<file path="config.mk">
export PLATFORM = sky130hd
export DESIGN_NAME = security_zone_controller
export DESIGN_NICKNAME = d
export VERILOG_FILES = /design/src/rtl/security_zone_controller.sv
export SDC_FILE = /design/constraint.sdc
export NUM_CORES = 1
export LEC_CHECK = 0
export ABC_AREA = 1
export CAP_MARGIN = 20
export CORE_ASPECT_RATIO = 2
export CORE_MARGIN = 5
export CORE_UTILIZATION = 45
export CTS_BUF_LIST = sky130_fd_sc_hd__clkbuf_2 sky130_fd_sc_hd__clkbuf_4 sky130_fd_sc_hd__clkbuf_8
export DETAILED_ROUTE_END_ITERATION = 8
export HOLD_SLACK_MARGIN = 0.1
export MAX_ROUTING_LAYER = met4
export PLACE_DENSITY = 0.71
export SLEW_MARGIN = 0
export SYNTH_ARGS = -nofsm -noshare
export SYNTH_HDL_FRONTEND = slang
export SYNTH_SLANG_ARGS = --single-unit
</file>
<file path="constraint.sdc">
create_clock -name clk -period 6.5 [get_ports clk]
set_input_delay 0.65 -clock clk [delete_from_list [all_inputs] [get_ports clk]]
set_output_delay 0.65 -clock clk [all_outputs]
set_load 0.01 [all_outputs]
</file>
<file path="src/rtl/security_zone_controller.sv">
// Multi-zone intrusion controller: arm/disarm modes, exit/entry delays,
// user passcode with change sequence, and wrong-code lockout.
module security_zone_controller #(
  parameter int NUM_ZONES     = 4,
  parameter int CODE_W        = 4,
  parameter int EXIT_DLY_CYC  = 100000000,
  parameter int ENTRY_DLY_CYC = 500000000,
  parameter int MAX_ATTEMPTS  = 3,
  parameter int LOCKOUT_CYC   = 250000000
) (
  input  logic                 clk,
  input  logic                 rst,
  input  logic                 btn_mode_n,
  input  logic                 btn_enter_n,
  input  logic [CODE_W-1:0]    code_in,
  input  logic [NUM_ZONES-1:0] zone_trip,
  input  logic [NUM_ZONES-1:0] stay_mask,
  output logic [1:0]           mode,
  output logic [1:0]           alarm_state,
  output logic [NUM_ZONES-1:0] tripped_zones,
  output logic                 code_ok,
  output logic                 code_bad,
  output logic                 locked_out,
  output logic [2:0]           display_sel
);

  typedef enum logic [1:0] {MODE_UNARM, MODE_ARMS, MODE_ARMA, MODE_RESET} mode_e;
  typedef enum logic [1:0] {AL_OFF, AL_ON, AL_AWAYSEQ, AL_POLICE} alarm_e;

  localparam int EXIT_W  = $clog2(EXIT_DLY_CYC + 1);
  localparam int ENTRY_W = $clog2(ENTRY_DLY_CYC + 1);
  localparam int LOCK_W  = $clog2(LOCKOUT_CYC + 1);
  localparam int ATT_W   = $clog2(MAX_ATTEMPTS + 1);

  localparam logic [EXIT_W-1:0]  EXIT_LAST  = EXIT_W'(EXIT_DLY_CYC - 1);
  localparam logic [ENTRY_W-1:0] ENTRY_LAST = ENTRY_W'(ENTRY_DLY_CYC - 1);
  localparam logic [LOCK_W-1:0]  LOCK_LAST  = LOCK_W'(LOCKOUT_CYC - 1);
  localparam logic [ATT_W-1:0]   ATT_MAX    = ATT_W'(MAX_ATTEMPTS);

  // Two synchroniser stages plus one history stage per button.
  logic [2:0] mode_sync, enter_sync;
  logic       mode_ev, enter_ev;

  always_ff @(posedge clk or posedge rst) begin
    if (rst) begin
      mode_sync  <= '1;
      enter_sync <= '1;
    end else begin
      // NOTE: sequential state always uses non-blocking assignments so every
      // flop samples pre-edge values regardless of statement order.
      mode_sync  <= {mode_sync[1:0], btn_mode_n};
      enter_sync <= {enter_sync[1:0], btn_enter_n};
    end
  end

  assign mode_ev  = mode_sync[2]  & ~mode_sync[1];
  assign enter_ev = enter_sync[2] & ~enter_sync[1];

  mode_e                mode_q, mode_d, mode_next;
  alarm_e               alarm_q, alarm_d;
  logic [NUM_ZONES-1:0] tripped_q, tripped_d, armed, hits;
  logic [CODE_W-1:0]    stored_q, stored_d;
  logic [EXIT_W-1:0]    exit_cnt_q, exit_cnt_d;
  logic [ENTRY_W-1:0]   entry_cnt_q, entry_cnt_d;
  logic [LOCK_W-1:0]    lock_cnt_q, lock_cnt_d;
  logic [ATT_W-1:0]     attempts_q, attempts_d;
  logic                 locked_q, locked_d;
  logic                 confirm_q, confirm_d;
  logic                 ok_q, ok_d, bad_q, bad_d;
  logic [2:0]           disp_q, disp_d;

  always_ff @(posedge clk or posedge rst) begin
    if (rst) begin
      mode_q      <= MODE_UNARM;
      alarm_q     <= AL_OFF;
      tripped_q   <= '0;
      stored_q    <= '0;
      exit_cnt_q  <= '0;
      entry_cnt_q <= '0;
      lock_cnt_q  <= '0;
      attempts_q  <= '0;
      locked_q    <= 1'b0;
      confirm_q   <= 1'b0;
      ok_q        <= 1'b0;
      bad_q       <= 1'b0;
      disp_q      <= '0;
    end else begin
      mode_q      <= mode_d;
      alarm_q     <= alarm_d;
      tripped_q   <= tripped_d;
      stored_q    <= stored_d;
      exit_cnt_q  <= exit_cnt_d;
      entry_cnt_q <= entry_cnt_d;
      lock_cnt_q  <= lock_cnt_d;
      attempts_q  <= attempts_d;
      locked_q    <= locked_d;
      confirm_q   <= confirm_d;
      ok_q        <= ok_d;
      bad_q       <= bad_d;
      disp_q      <= disp_d;
    end
  end

  always_comb begin
    // NOTE: every combinational output is defaulted first so no path leaves
    // a signal unassigned, which would otherwise infer a latch.
    mode_d      = mode_q;
    alarm_d     = alarm_q;
    tripped_d   = tripped_q;
    stored_d    = stored_q;
    exit_cnt_d  = exit_cnt_q;
    entry_cnt_d = entry_cnt_q;
    lock_cnt_d  = lock_cnt_q;
    attempts_d  = attempts_q;
    locked_d    = locked_q;
    confirm_d   = confirm_q;
    ok_d        = 1'b0;
    bad_d       = 1'b0;
    disp_d      = disp_q;
    mode_next   = mode_e'(mode_q + 2'd1);

    unique case (mode_q)
      MODE_ARMS: armed = stay_mask;
      MODE_ARMA: armed = '1;
      default:   armed = '0;
    endcase
    hits = zone_trip & armed;

    unique case (alarm_q)
      AL_AWAYSEQ: begin
        if (exit_cnt_q == EXIT_LAST) begin
          alarm_d    = AL_OFF;
          exit_cnt_d = '0;
        end else begin
          exit_cnt_d = exit_cnt_q + EXIT_W'(1);
        end
      end
      AL_OFF: begin
        if (hits != '0) begin
          alarm_d     = AL_ON;
          tripped_d   = tripped_q | hits;
          entry_cnt_d = '0;
        end
      end
      AL_ON: begin
        tripped_d = tripped_q | hits;
        if (entry_cnt_q == ENTRY_LAST) begin
          alarm_d     = AL_POLICE;
          entry_cnt_d = '0;
        end else begin
          entry_cnt_d = entry_cnt_q + ENTRY_W'(1);
        end
      end
      default: ;
    endcase

    if (locked_q) begin
      if (lock_cnt_q == LOCK_LAST) begin
        locked_d   = 1'b0;
        lock_cnt_d = '0;
        attempts_d = '0;
      end else begin
        lock_cnt_d = lock_cnt_q + LOCK_W'(1);
      end
    end

    // A mode event always swallows a same-cycle enter event, even when ignored.
    if (mode_ev) begin
      if (alarm_q != AL_ON && alarm_q != AL_POLICE) begin
        mode_d      = mode_next;
        alarm_d     = (mode_next == MODE_ARMA) ? AL_AWAYSEQ : AL_OFF;
        tripped_d   = '0;
        exit_cnt_d  = '0;
        entry_cnt_d = '0;
        lock_cnt_d  = '0;
        attempts_d  = '0;
        locked_d    = 1'b0;
        confirm_d   = 1'b0;
        disp_d      = {1'b0, mode_next};
      end
    end else if (enter_ev && !locked_q && mode_q != MODE_UNARM) begin
      if (mode_q == MODE_RESET && confirm_q) begin
        stored_d  = code_in;
        disp_d    = 3'd4;
        confirm_d = 1'b0;
      end else if (code_in == stored_q) begin
        ok_d       = 1'b1;
        attempts_d = '0;
        if (mode_q == MODE_RESET) begin
          confirm_d = 1'b1;
        end else begin
          alarm_d     = AL_OFF;
          tripped_d   = tripped_q;
          exit_cnt_d  = '0;
          entry_cnt_d = '0;
        end
      end else begin
        bad_d      = 1'b1;
        attempts_d = attempts_q + ATT_W'(1);
        if (attempts_d == ATT_MAX) begin
          locked_d   = 1'b1;
          lock_cnt_d = '0;
          if (alarm_q == AL_ON) begin
            alarm_d     = AL_POLICE;
            entry_cnt_d = '0;
          end
        end
      end
    end
  end

  assign mode          = mode_q;
  assign alarm_state   = alarm_q;
  assign tripped_zones = tripped_q;
  assign code_ok       = ok_q;
  assign code_bad      = bad_q;
  assign locked_out    = locked_q;
  assign display_sel   = disp_q;

endmodule

</file>
Word level (Yosys, flattened, before mapping)
Cells that the tools add are included.
Cells by class
  add/subtract/negate cells: 5
  multipliers: 0
  divide/modulo/power cells: 0
  order comparisons: 0
  eq/ne operators: 15
  shift operators: 0
  mux-type cells: 82
  bitwise operators: 7
  reductions and logical operators: 16
Operator list (number)
  $mux W29: 10
  $mux W28: 8
  $mux W27: 8
  $pmux W29 S2: 1
  $mux W2: 19
  $add A29 B1 Y29 const B: 1
  $eq A29 B29 Y1 const B: 1
  $add A28 B1 Y28 const B: 1
  $eq A28 B28 Y1 const B: 1
  $mux W4: 7
  $add A27 B1 Y27 const B: 1
  $eq A27 B27 Y1 const B: 1
  $mux W1: 22
  $pmux W4 S2: 2
  $mux W3: 4
  $eq A2 B2 Y1 const B: 5
  $pmux W2 S3: 1
  $reduce_and A3 Y1: 2
  $reduce_bool A2 Y1: 3
  $reduce_bool A3 Y1: 2
  $ne A5 B5 Y1 const B: 1
  $add A2 B1 Y2 const B: 2
  $and A4 B4 Y4: 1
  $eq A2 B1 Y1 const B: 2
  other kinds (12): 19
Storage, ports and cells
  register bits: 111
  bits in latches: 0
  RAM bits: 0
  ROM bits: 0
  input port bits: 16
  output and inout bits: 14
  logic and storage cells: 140
  memories kept: 0

Longest topological paths before layout
Gate-level depths: netlist of run 1.
  word-level depth: 12
  depth in mapped cells: 13
  gate-level depth less buffers: 12

Least setup slack after synthesis of run 1
OpenSTA, ideal clock, no wires.
  path type: reg-to-reg
  start: reg mode_q[0], in the netlist mode[0]
  end: reg entry_cnt_q[22]
  library setup time: 0.072 ns
  arrival: 1.772 ns
  data required time: 6.428 ns
  path slack: 4.656 ns
  stages on the path, launching flop included: 13
  buffers on the path: 1
  clock period less this slack: 1.844 ns
  path through: dfrtp_1 -> inv_1 -> ha_1 -> nand2_1 -> inv_1 -> nand2_1 -> nand4_1 -> nand2_1 -> clkbuf_1 -> nand2_1 -> nand2_1 -> nand3_1 -> nor2_1
On the way
  cells in the longest elaborated chain, start to end: 12
  elaborated cells between the ends (all ways): 19
  classes of those cells: 3 x eq/ne; 11 x mux; 1 x bitwise; 4 x reduce/logical
RTL lines
  from (decl): line 59  | mode_e mode_q, mode_d, mode_next;
  from (signal assigned): line 88  | mode_q <= mode_d;
  $eq A2 B2 Y1 / $eq A2 B1 Y1 (equally long branches): line 122  | unique case (mode_q)
  $pmux W4 S2: line 122
  $and A4 B4 Y4: line 127  | hits = zone_trip & armed;
  $reduce_bool A4 Y1: line 139  | if (hits != '0) begin
  $mux W29: line 139
  $pmux W29 S2: line 129  | unique case (alarm_q)
  $mux W29: line 203  | if (alarm_q == AL_ON) begin
  $mux W29: line 200  | if (attempts_d == ATT_MAX) begin
  $mux W29: line 186  | end else if (code_in == stored_q) begin
  $mux W29: line 182  | if (mode_q == MODE_RESET && confirm_q) begin
  $mux W29: line 181  | end else if (enter_ev && !locked_q && mode_q != MODE_UNARM) begin
  $mux W29 *: line 168  | if (mode_ev) begin
  net entry_cnt_d[22]: line 64  | logic [ENTRY_W-1:0] entry_cnt_q, entry_cnt_d;
  to (signal assigned): line 93  | entry_cnt_q <= entry_cnt_d;
  to (decl): line 64
Mark *: on every way through the listed nets, which the timed path passes. The rest lies on a longest branch.
A chain may end at the register's enable or synchronous reset.

Worst setup path in the final report of run 1
  start: reg mode_sync[2]
  end: reg exit_cnt_q[5]
On the way
  cells in the longest elaborated chain, start to end: 2
RTL lines
  from (decl): line 41  | logic [2:0] mode_sync, enter_sync;
  from (signal assigned): line 51  | mode_sync <= {mode_sync[1:0], btn_mode_n};
  $and A1 B1 Y1: line 56  | assign mode_ev = mode_sync[2] & ~mode_sync[1];
  $mux W27: line 168
  net exit_cnt_d[5]: line 63  | logic [EXIT_W-1:0] exit_cnt_q, exit_cnt_d;
  to (signal assigned): line 92  | exit_cnt_q <= exit_cnt_d;
  to (decl): line 63
The timed path passes the listed nets, and every way through them passes these cells.

==> results of run 1 <==
==> routing by layer <==
metal,wire length (um),up-vias
met3,934,30
met1,8250,3215
met5,0,-
met2,8490,183
met4,458,0
li1,-,3532
==> cell usage in the layout, fill, tap and decap left out, drive strengths merged <==
master           n
nor3            20
clkdlybuf4s50   29
o21ai           29
ha               9
o22ai           10
xor2            27
a22oi            1
o21bai           4
clkbuf           9
or2              3
dfrtp          105
inv            131
buf              3
nand4           39
a21oi           32
and3             1
nor3b            2
xnor2            3
and2             1
o211ai           3
clkinvlp         1
nor2           187
nand3          118
clkinv           5
dfstp            6
nand3b           4
a31oi            1
nand2          336
==> stage by stage <==
step,power [mW],hold slack (ns)
2_1_floorplan,1.37,0.345
3_3_place_gp,1.56,0.350
3_5_place_dp,1.58,0.349
4_1_cts,2.01,0.355
5_1_grt,2.14,0.361
6_report,1.99,0.354
==> sequential cells by signal, summed over array words and instances (netlist names), 2 cells and up <==
register / flops
entry_cnt_q: 29
lock_cnt_q: 28
exit_cnt_q: 27
stored_q: 4
tripped_zones: 4
display_sel: 3
enter_sync: 3
mode_sync: 3
alarm_state: 2
attempts_q: 2
mode: 2
==> report_power, final <==
part / switching, mW / leakage [nW] / internal [mW]
Sequential: 0.0988 / 1.47 / 0.783
Combinational: 0.452 / 1.88 / 0.233
Clock: 0.276 / 0.0975 / 0.151
Total: 0.827 / 3.45 / 1.17
==> logic make-up after synthesis <==
logic type | after synthesis | synth area share, %
AO/OA/AOI/OAI | 80 | 6.29
AND/OR/NAND/NOR | 711 | 41.9
adder cells (fa/ha/maj) | 9 | 1.54
flip-flops | 111 | 38.1
XOR/XNOR | 30 | 3.59
buffers and inverters | 155 | 8.59
==> cell type report <==
type | count | area share (%)
inverters | 130 | 6.17
clock buffers | 9 | 1.56
flip-flops and latches | 111 | 35.0
clock inverters | 7 | 0.976
multi-input cells | 830 | 49.1
repair buffers | 32 | 3.94
well taps | 204 | 3.21
==> worst max-delay path, cell delays in order, from the launching register on <==
cell     delay [ns]
dfstp_2        0.53
inv_1          0.04
nor2_2         0.26
inv_1          0.13
nor2_1         0.81
inv_1          0.58
o21ai_0        0.36
==> worst paths after layout <==
check	startpoint	to	slack [ns]
max	mode_sync[2]$_DFF_PP1_	exit_cnt_q[5]$_DFF_PP0_	3.69
max in group asynchronous	rst	exit_cnt_q[12]$_DFF_PP0_	4.59
min in group asynchronous	rst	attempts_q[1]$_DFF_PP0_	0.66
min reg2reg	enter_sync[0]$_DFF_PP1_	enter_sync[1]$_DFF_PP1_	0.35
min	enter_sync[0]$_DFF_PP1_	enter_sync[1]$_DFF_PP1_	0.35
max reg2reg	mode_sync[2]$_DFF_PP1_	exit_cnt_q[5]$_DFF_PP0_	3.69
==> reports/results.ini, run 1 <==
[global_route]
met1_usage_pct=27.3
number_of_antenna_violations_at_the_first_check_in_global_routing=0
gr-usage-all-layers_pct=20.2
global_route.peak_usage_layer=met2
first_global_vias=6518
global_route_wire_length_before_repair_um=30900
groute.layer.met2.usage_pct=31.1
grt.overflow.total=0
pin_count_of_the_biggest_net_entering_global_routing=66
grt_use_met3_pct=2.16

[clock_tree]
htree_levels=3
cts-hold-fix-buffers=0
clkSlewWorstSetupHoldPaths_ns=0.13
cts.path.max_buffers=2
clkLatencyLatePin_ns=0.40
cts.sink_count=111
cts_root_buf=clkbuf_8
postCtsSetupRepairBufs=0
cts_repair_resize_count=0
num_cts_buffers=9
cts_tree=built

[timing]
finalWorstSetupSlack_ns=3.69
fmax_mhz=356
worstMarginPinSlew_ns=1.06
maxSlewViolCount=0
rsz0062_at_grt=no
period_minus_slack_ns=2.81
setup_tns_ns=0
slew-limit-headroom_pct=29.3
finalCritPeriodShare_pct=43.2
fin_worst_skew_ns=0.0187
timing_hold_violations_final=0
final-setup-viol-count=0

[synthesis]
proportion_of_register_bits_with_asynchronous_set_or_reset_after_synthesis_pct=100
syn_area_mm2=0.00732
top_cells_by_area_in_the_synthesized_netlist=dfrtp_1, nand2_1, nor2_1
top_reg_cell_synth=dfrtp_1
yosysMostFrequentCell=nand2_1
biggest_area_consumer_among_synthesized_cells=dfrtp_1
syn_area_per_cell_um2=6.67
net_count_synth=1121
ys_top_cells_by_count=nand2_1, nor2_1, inv_1
post_synthesis_sequential_element_count=111
synth_cell_type_count=38
ys_seq_area_share_pct=38.1
synth.top_cell.area_share_pct=35.9
netlist_instances=1096
synth-edff-count=0
yosysWarnings=0

[setup_path]
timing.critical_path.arrival_ns=3.11
r2r.worst_path.cells=6
critPathMaxFanout=16
setup_crit_end_kind=flip-flop
crit_type=flip-flop to flip-flop
start_kind=flip-flop
cp_data_required_time_ns=6.80

[layout]
area_growth_syn_to_layout_pct=8.64
area.sequential_mm2=0.00279
fillCellCount=1635
multiInputGateArea_mm2=0.00390
final_design_instance_area_without_fill_mm2=0.00795
layoutNonFillerInstCount=1323
utilization_pct=49.4
num_antenna_cells=0
layout-drive-gt1-share_pct=5.81
final_net_count=1139

[worst_hold_path]
hp-class=flip-flop to flip-flop
hold_depth=0

[die]
start_util_pct=45.4
floorplan.core_area_mm2=0.0161
die-width_um=100
chipHeight_um=190
total_number_of_placement_rows=66
pin_count=30
floorplan.die_area_mm2=0.0191

[drt]
drtPass1Iterations=5
avgRoutedWirePerCell_um=13.7
antenna_violating_nets_post_route=0
detailedRoute.firstIterationViolations=464
post-route-drc-count=0
route.vias.total=6960
route.detailed.vias_per_inst=5.26
postRouteWirelength_um=18100

[power]
vdd.ir_drop.worst_mv=0.111
static-leakage-power_nw=3.45
power_density_mw_per_mm2=251

[placed_design]
pre_cts_worst_setup_slack_ns=3.58
place.detailed.hpwl_um=13200
replace_congestion=0.926
port_buffers=29
place.detailed.instances=1307
placed_area_mm2=0.00775

[run_status]
outcome=finished, final reports clean

[run]
cap_violations=0

(Power assumes the default switching activity.)
==> run 2, diff against run 1 <==
- clock period: 6.5 -> 2.92 ns (I/O delays scaled with it)
==> reports/results.ini, run 2 (synthesis results as in run 1) <==
[placed_design]
place.detailed.hpwl_um=13700
replace_congestion=0.966
port_buffers=29
pre_cts_worst_setup_slack_ns=0.686

[layout]
largest_register_ff_count=29
top_register=entry_cnt_q
layout.cells.most_common_list=nand2_1, nor2_1, inv_1
num_antenna_cells=0
biggestRegsByFlops=entry_cnt_q: 29 flops, lock_cnt_q: 28 flops, exit_cnt_q: 27 flops
final_net_count=1148
utilization_pct=49.9
fillCellCount=1664
mostFrequentLayoutCell=nand2_1
area_growth_syn_to_layout_pct=9.87
layout-drive-gt1-share_pct=6.56

[setup_path]
critPathMaxFanout=27
setup_crit_end_kind=flip-flop
timing.critical_path.arrival_ns=2.52
cp_data_required_time_ns=3.25
start_kind=flip-flop
crit_type=flip-flop to flip-flop

[global_route]
pin_count_of_the_biggest_net_entering_global_routing=40
number_of_antenna_violations_at_the_first_check_in_global_routing=0
gr-usage-all-layers_pct=20.8
global_route_wire_length_before_repair_um=32100
grt.overflow.total=0
first_global_vias=6899

[timing]
worst_hold_slack_ns=0.276
rsz0062_at_grt=no
worstMarginPinSlew_ns=0.781
finalCritPeriodShare_pct=75.0
final-setup-viol-count=0
setup_tns_ns=0
finalWorstSetupSlack_ns=0.730
timing_hold_violations_final=0
fmax_mhz=457
slew-limit-headroom_pct=47.6
fin_worst_skew_ns=0.0150
period_minus_slack_ns=2.19
maxSlewViolCount=0

[clock_tree]
clkSlewWorstSetupHoldPaths_ns=0.12
htree_levels=3
cts.sink_count=111
clkLatencyLatePin_ns=0.40
cts.path.max_buffers=2
cts_root_buf=clkbuf_8
cts_tree=built
cts-hold-fix-buffers=0
cts_repair_resize_count=0
postCtsSetupRepairBufs=0
num_cts_buffers=9

[die]
chipHeight_um=190
total_number_of_placement_rows=66
floorplan.die_area_mm2=0.0191
floorplan.core_area_mm2=0.0161
start_util_pct=45.4
pin_count=30
die-width_um=100

[drt]
drtPass1Iterations=5
postRouteWirelength_um=18300
antenna_violating_nets_post_route=0
route.detailed.vias_per_inst=5.35
post-route-drc-count=0
avgRoutedWirePerCell_um=13.7
detailedRoute.firstIterationViolations=389
route.vias.total=7121

[power]
vdd.ir_drop.worst_mv=0.298
power_density_mw_per_mm2=561
total_power_mw=4.51
static-leakage-power_nw=3.51

[run_status]
outcome=finished, final reports clean

[run]
cap_violations=0

[worst_hold_path]
hp-class=primary input to asynchronous set/reset pin

## run 2: power breakdown
| part | leakage [nW] | switching [mW] | internal (mW) | total (mW) |
|---|---|---|---|---|
| Combinational | 1.93 | 1.01 | 0.549 | 1.56 |
| Clock | 0.104 | 0.576 | 0.415 | 0.991 |
| Sequential | 1.47 | 0.222 | 1.74 | 1.96 |
| Total | 3.51 | 1.80 | 2.71 | 4.51 |
## run 2: path summary, 6_finish.rpt
| kind | startpoint | end | slack, ns | cells past startpoint |
|---|---|---|---|---|
| max | alarm_state[0]$_DFF_PP0_ | entry_cnt_q[2]$_DFF_PP0_ | 0.73 | 7 |
| min | rst | lock_cnt_q[24]$_DFF_PP0_ | 0.28 | 2 |
| max reg2reg | alarm_state[0]$_DFF_PP0_ | entry_cnt_q[2]$_DFF_PP0_ | 0.73 | 7 |
| min reg2reg | enter_sync[0]$_DFF_PP1_ | enter_sync[1]$_DFF_PP1_ | 0.37 | 0 |
| max in group asynchronous | rst | enter_sync[2]$_DFF_PP1_ | 1.96 | 3 |
| min in group clk | btn_mode_n | mode_sync[0]$_DFF_PP1_ | 0.29 | 1 |
## run 2: critical path, stage by stage (launching register included)
cell and delay, ns:
dfrtp_1 0.45, inv_2 0.11, nor2_2 0.12, buf_4 0.20
clkinv_1 0.64, nor3_1 0.41, a21oi_1 0.07, nor2_1 0.10
## run 2: layer usage
layer  GRT usage, %  up-vias  wire length [um]
met1           27.1     3339              8150
li1               -     3538                 -
met3           2.75       48               910
met5              -        -                 0
met4           8.25        0               539
met2           32.8      196              8660
## run 2: layout make-up
| cell class | count | area (um^2) | share of cell area (%) |
|---|---|---|---|
| Timing Repair Buffer | 41 | 393 | 4.89 |
| Tap cell | 204 | 255 | 3.18 |
| Inverter | 130 | 492 | 6.12 |
| Clock inverter | 7 | 86.3 | 1.07 |
| Sequential cell | 111 | 2790 | 34.7 |
| Clock buffer | 9 | 124 | 1.54 |
| Multi-Input combinational cell | 830 | 3900 | 48.6 |
## run 2: metrics by stage
stage / std cells / area, um^2
3_3_place_gp: 1316 / 7830
5_1_grt: 1332 / 8040
6_report: 1332 / 8040
3_5_place_dp: 1316 / 7830
4_1_cts: 1332 / 8040
2_1_floorplan: 1096 / 7320
==> run 3, diff against run 2 <==
- PLACE_DENSITY: 0.71 -> 0.73
- clock period: 2.92 -> 1.8 ns (I/O delays scaled with it)
==> reports/results.ini, run 3 (synthesis results as in run 1) <==
[drt]
postRouteWirelength_um=20100
route.vias.total=7467
detailedRoute.firstIterationViolations=522
antenna_violating_nets_post_route=0
avgRoutedWirePerCell_um=14.4
drtPass1Iterations=5
post-route-drc-count=0
route.detailed.vias_per_inst=5.32

[timing]
final-setup-viol-count=0
rsz0062_at_grt=yes
finalCritPeriodShare_pct=99.1
maxSlewViolCount=0
fmax_mhz=561
timing_hold_violations_final=0
slew-limit-headroom_pct=76.3
fin_worst_skew_ns=0.0188
period_minus_slack_ns=1.78
worstMarginPinSlew_ns=0.356

[run_status]
outcome=finished, final reports clean

[layout]
utilization_pct=55.9
layoutNonFillerInstCount=1404
num_antenna_cells=0
top_register=entry_cnt_q
biggestRegsByFlops=entry_cnt_q: 29 flops, lock_cnt_q: 28 flops, exit_cnt_q: 27 flops
largest_register_ff_count=29
final_net_count=1220
area_growth_syn_to_layout_pct=23.1
mostFrequentLayoutCell=nand2_1
layout-drive-gt1-share_pct=17.6
layout.cells.most_common_list=nand2_1, nor2_1, inv_1

[setup_path]
cp_top_family=simple AND/OR/NAND/NOR gates
worst_path_most_repeated_cell=nand2_2
timing.critical_path.arrival_ns=2.12
setup_crit_end_kind=flip-flop
worstPathCellList=buf_6 -> ha_4 -> nand2_2 -> nand2_2 -> nand3_1 -> nand4_1 -> nand2_2 -> buf_12 -> nand2_1 -> nand2_1 -> nand3_1 -> nor2_1
timing.critical_path.buf_inv=2
cp_data_required_time_ns=2.14
crit_type=flip-flop to flip-flop
critical-path-slowest-cell=dfrtp_2
cpPeakStageDelay_ns=0.45
critPathMaxFanout=8
start_kind=flip-flop

[global_route]
met1_usage_pct=27.8
number_of_antenna_violations_at_the_first_check_in_global_routing=0
global_route.peak_usage_layer=met2
global_route_wire_length_before_repair_um=32900
first_global_vias=6953
groute.layer.met2.usage_pct=34.7
gr-usage-all-layers_pct=21.5
grt_use_met3_pct=2.82
grt.overflow.total=0
pin_count_of_the_biggest_net_entering_global_routing=44

[die]
floorplan.core_area_mm2=0.0161
die-width_um=100
chipHeight_um=190
floorplan.die_area_mm2=0.0191
total_number_of_placement_rows=66
pin_count=30
start_util_pct=45.4

[placed_design]
replace_congestion=0.952
place.detailed.hpwl_um=14300
place.detailed.instances=1375
port_buffers=29

[power]
static-leakage-power_nw=3.97
vdd.ir_drop.worst_mv=0.576
power_density_mw_per_mm2=952

[clock_tree]
cts.path.max_buffers=2
clkLatencyLatePin_ns=0.40
num_cts_buffers=9
cts.sink_count=111
cts_tree=built
htree_levels=3
cts_root_buf=clkbuf_8
clkSlewWorstSetupHoldPaths_ns=0.11

[run]
cap_violations=0

[worst_hold_path]
hp-class=primary input to flip-flop

-- run 3: per-layer routing --
metal  vias up  share of wire (%)
li1       3694                  -
met1      3532                 44
met2       197                 49
met3        44                4.5
met4         0                2.2
met5         -                  0
-- run 3: what timing repair did --
| item | in CTS | in global routing |
|---|---|---|
| endpoints found under the hold margin | 4 | 0 |
| buffers inserted | 0 | 7 |
| hold buffers | 1 | 0 |
| pin swaps | 0 | 29 |
| endpoints found under the setup margin | 63 | 91 |
| gates cloned | 2 | 3 |
| resized for setup | 8 | 86 |
-- run 3: through the flow --
step	power (mW)	setup TNS [ns]	setup WS [ns]	area, um^2	hold WS (ns)
after floorplan	4.95	0	0.0229	7320	0.184
after global placement	6.10	-5.52	-0.124	8310	0.346
after detailed placement	6.18	-8.72	-0.189	8310	0.348
after CTS	7.88	-0.509	-0.0479	8580	0.170
after global routing	9.14	-1.50	-0.0902	9010	0.168
final	8.58	0	0.0161	9010	0.179
-- run 3: where the power goes --
part           internal (mW)  switching, mW
clock network          0.714          0.913
registers               2.83          0.337
logic                   1.65           2.14
total                   5.19           3.39
-- run 3: final timing paths --
path | from | cells after the start | slack [ns] | endpoint
max reg2reg | mode[0]$_DFFE_PP0P_ | 12 | 0.02 | entry_cnt_q[22]$_DFF_PP0_
min reg2reg | mode_sync[0]$_DFF_PP1_ | 0 | 0.36 | mode_sync[1]$_DFF_PP1_
max in group asynchronous | rst | 4 | 0.56 | enter_sync[2]$_DFF_PP1_
min | btn_mode_n | 1 | 0.18 | mode_sync[0]$_DFF_PP1_
min in group asynchronous | rst | 3 | 0.60 | lock_cnt_q[20]$_DFF_PP0_
max | mode[0]$_DFFE_PP0P_ | 12 | 0.02 | entry_cnt_q[22]$_DFF_PP0_
-- run 3: layout make-up --
class	instances	area, um^2
Fill cell	1549	7100
Clock inverter	5	63.8
Tap cell	204	255
Timing Repair Buffer	110	1020
Timing Repair inverter	2	12.5
Sequential cell	111	2790
Clock buffer	11	145
Multi-Input combinational cell	831	4200
Inverter	130	517
==> patch 1, RTL diff (flow settings as in run 3) <==
`CODE_W`: 4 -> 5.
--- a/src/rtl/security_zone_controller.sv
+++ b/src/rtl/security_zone_controller.sv
@@ -4,3 +4,3 @@
   parameter int NUM_ZONES     = 4,
-  parameter int CODE_W        = 4,
+  parameter int CODE_W        = 5,
   parameter int EXIT_DLY_CYC  = 100000000,
Interface: changed (resized code_in); port bits go from 30 to 31. No check against the original RTL was run, so the function may have changed too.
==> patch 1 against run 3 <==
The run now ends with setup timing left; via count grew 0.11%; worst hold slack lost 29 ps; synthesized cell count grew 1.4%; total power grew 3.1%; setup slack lost 120 ps; non-clock buffer count grew 10; wire length grew 9.5%; synthesized area grew 4.5%; sequential cell count grew 1; design area grew 4.8%; clock skew grew 7.3 ps; final cell count grew 2.0%; largest cell class unchanged.
==> patch 1: results (changes against run 3) <==
Fill cells 1554 (+0.32%); library cells used by synthesis 37 (-2.6%); delay-heaviest family, CP simple AND/OR/NAND/NOR gates; Post-CTS Setup Bufs 7 (+7); Post-DP HPWL 15900 um (+11%); P_sw 3.59 mW (+6.1%); Pre-antenna DRT Iters 5 (unchanged); crit-path max FO 6 (-2); Setup WS post-layout -103 ps (-119 ps); Via density 5.22 (-1.9%); P_seq 3.14 mW; failing checks setup timing; routability congestion estimate from global placement 1.05 (+11%); global-route wire length before repair 35700 um (+8.8%); Cell Area, Placed 8670 um^2 (+4.4%); placed cells 1397 (+1.6%); skew final 26.2 ps (+7.35 ps); drt wl/cell 15.4 um (+7.4%); Post-CTS Resized 43 (+35); Clock Pin Slew Worst Setup and Hold Paths 120 ps; relative slew slack 65.7% (-11 points); vias in the first global route 7650 (+10%); Post-Route Setup TNS -1260 ps (-1260 ps); Remaining DRCs 0 (unchanged); total number of vias 7475 (+0.11%); sequential cell area fraction in the yosys report 36.8% (-1.3 points); Slowest cell on crit path dfrtp_2; CP endpoint entry_cnt_q[10]; cell count of the worst reg-to-reg path 13 (+1); clk buf depth 2 (unchanged); largest net degree at the start of global routing 34 (-23%); layout cell share with drive strength beyond 1 22.0% (+4.5 points); syn avg cell area 6.88 um^2 (+3.1%); Total GRT Usage 23.3% (+1.8 points); initial antenna violation count 0 (unchanged); DRT iter0 DRCs 331 (-37%); Port Buf Inserts 30 (+3.4%); Post-synth EDFFs 0 (unchanged); worst path arrival time 2240 ps (+120 ps); CTS H-tree depth 3 (unchanged); top cells by area, synth dfrtp_1 (35%), nand2_1 (16%), nor2_1 (8.4%); hold_ws 151 ps (-28.6 ps); part of the power in combinational logic 47.0% (+2.9 points); Place WS -72.3 ps (+117 ps); Commonest cells post-synth nand2_1 (333), nor2_1 (171), inv_1 (134); IR Drop Worst-Case VDD 0.441 mV (-23%); hold crit path type input port to asynchronous set/reset pin; biggest regs entry_cnt_q x29, lock_cnt_q x28, exit_cnt_q x27; final setup fails 22 (+22); clock share of power 17.5% (-1.5 points); Mapped Nets 1137 (+1.4%); ys async rst share 100% (unchanged); Nets 1246 (+2.1%); P_leak 4.28 nW (+8.0%); status complete, but fails checks
==> patch 1: cell type report <==
type,instances,area [um^2],share of cell area [%]
Clock buffer,13,166,1.76
Clock inverter,3,26.3,0.278
Inverter,143,548,5.81
Multi-Input combinational cell,834,4410,46.8
Sequential cell,112,2820,29.8
Tap cell,207,259,2.74
Timing Repair Buffer,120,1210,12.8
==> patch 1: per-layer routing <==
layer	share of wire, %	wire, um	track usage, %	up-vias
met5	0	0	-	-
met4	5.3	1180	12.5	0
met3	3.2	717	2.69	81
met2	56	12400	42.0	187
met1	35	7740	23.8	3528
li1	-	-	-	3679
==> patch 1: logic make-up after synthesis <==
| kind of cell | Yosys count | share of synthesized area [%] |
|---|---|---|
| simple gates | 723 | 43.5 |
| buf+inv | 165 | 9.18 |
| flops | 112 | 36.8 |
| compound gates | 63 | 4.44 |
| xor+xnor | 38 | 4.45 |
| fa+ha+maj | 9 | 1.47 |
| mux | 1 | 0.147 |
==> patch 2, RTL diff (config.mk and constraints of run 3) <==
Without the edit above. Remove the case item `AL_ON` of the case on `alarm_q`.
--- a/src/rtl/security_zone_controller.sv
+++ b/src/rtl/security_zone_controller.sv
@@ -144,11 +144,2 @@
       end
-      AL_ON: begin
-        tripped_d = tripped_q | hits;
-        if (entry_cnt_q == ENTRY_LAST) begin
-          alarm_d     = AL_POLICE;
-          entry_cnt_d = '0;
-        end else begin
-          entry_cnt_d = entry_cnt_q + ENTRY_W'(1);
-        end
-      end
       default: ;
Behaviour: not the same (a bounded check fails within 10 cycles, from zero or initial values and one cycle with rst high).
==> patch 2 against run 3 <==
Maximum frequency rose by 5.5%; synthesized area fell by 28%; setup slack improved by 92 ps; sequential cell count fell by 29; worst hold slack got worse by 42 ps; total power fell by 36%; wire length fell by 33%; global-route usage fell by 0.74 points; core utilization fell by 1.6 points; design area fell by 32%; largest power group is now registers.
==> patch 2: results (changes against run 3) <==
Cell Area, Placed 5820 um^2 (-30%); largest net degree at the start of global routing 37 (-16%); hold crit path type input port to asynchronous set/reset pin; crit-path max FO 27 (+19); Total GRT Usage 20.7% (-0.74 points); Nets 787 (-35%); worst-skew pair later-pin latency 360 ps (-40 ps); library cells used by synthesis 39 (+2.6%); DRT iter0 DRCs 182 (-65%); P_sw 1.88 mW (-44%); total number of vias 4827 (-35%); global-route wire length before repair 22500 um (-32%); post-synthesis compound-gate area fraction 6.06% (-0.23 points); Synth Area in XOR/XNOR 4.34% (+0.75 points); Post-DP HPWL 10500 um (-27%); grt ovf 0 (unchanged); P_leak 2.81 nW (-29%); Worst Max-Slew Pin Slew 389 ps (+33.2 ps); Commonest cells post-synth nand2_1 (219), inv_1 (88), dfrtp_1 (76); skew final 13.4 ps (-5.40 ps); vias in the first global route 4965 (-29%); status finished clean; layout cell share with drive strength beyond 1 15.8% (-1.8 points); reg2reg end exit_cnt_q[23]; Worst R2R Start exit_cnt_q[1]; Worst R2R Setup Slack 110 ps (+90 ps); Mapped Nets 735 (-34%); Clock Pin Slew Worst Setup and Hold Paths 90 ps (-20 ps); Fill cells 1092 (-30%); Adder-Cell Fraction of Synth Area 1.91% (+0.37 points); routability congestion estimate from global placement 0.925 (-2.8%); Place WS -11.8 ps (+178 ps); worst path arrival time 1510 ps (-610 ps); cell count of the worst reg-to-reg path 10 (-2); sequential cell area fraction in the yosys report 39.3% (+1.2 points); post-synthesis mux area share 0% (unchanged); DRT Wirelength 13500 um (-33%); IR Drop Worst-Case VDD 0.505 mV (-12%); biggest regs lock_cnt_q x28, exit_cnt_q x27, stored_q x4; top cells by area, synth dfrtp_1 (36%), nand2_1 (16%), inv_1 (6.3%)
## patch 2: worst max-delay path by stage
stage / from / endpoint / slack [ps] / cells after the start
floorplan: mode[0] / exit_cnt_q[8] / 40 / 9
global placement: code_in[1] / flip-flop / 30 / 12
detailed placement: code_in[1] / flip-flop / -10 / 12
CTS: locked_out / locked_out / 6 / 2
global route: exit_cnt_q[1] / exit_cnt_q[22] / -30 / 9
finish: locked_out / locked_out / 110 / 2
## patch 2: what timing repair did
action,CTS,global route
resized for setup,1,18
pin swaps,0,6
setup endpoints to repair,1,65
hold buffers,0,0
buffers inserted,0,4
## patch 2: worst max-delay path, stage by stage, from the launching register on
cell and delay [ps]:
dfrtp_2 420, buf_12 180, clkdlybuf4s50_1 550
## patch 2: layout make-up
class	count	share of cell area, %
flip-flops and latches	82	33.4
clock inverters	6	1.56
multi-input cells	524	45.2
inverters	95	6.07
clock buffers	10	2.23
repair buffers	51	8.60
well taps	142	2.88
## patch 2: power groups by stage
stage,combinational (mW),clock [mW],sequential (mW)
floorplan,0.947,0,2.27
global placement,1.56,0,2.22
detailed placement,1.60,0,2.23
CTS,1.61,1.59,2.19
global route,1.90,1.66,2.23
finish,1.70,1.56,2.20
## patch 2: kinds of logic (layout without fill, tap and decap cells)
family,Yosys count,count (layout)
buf+inv,105,162
fa+ha+maj,8,8
flops,82,82
compound gates,48,48
simple gates,442,442
xor+xnor,26,26
## patch 2: metal layers
metal	track usage [%]	vias up	share of wire [%]
li1	-	2365	-
met1	18.4	2301	32
met2	39.3	104	59
met3	2.48	57	2.5
met4	13.9	0	6.6
met5	-	-	0
## patch 2: stage by stage
step                setup TNS [ps]  cells  hold slack (ps)  util, %
detailed placement           -16.1    890              349     51.2
CTS                              0    906              131     53.3
global route                 -32.7    910              150     54.3
finish                           0    910              138     54.3
global placement                 0    890              347     51.2
floorplan                        0    711              184        -
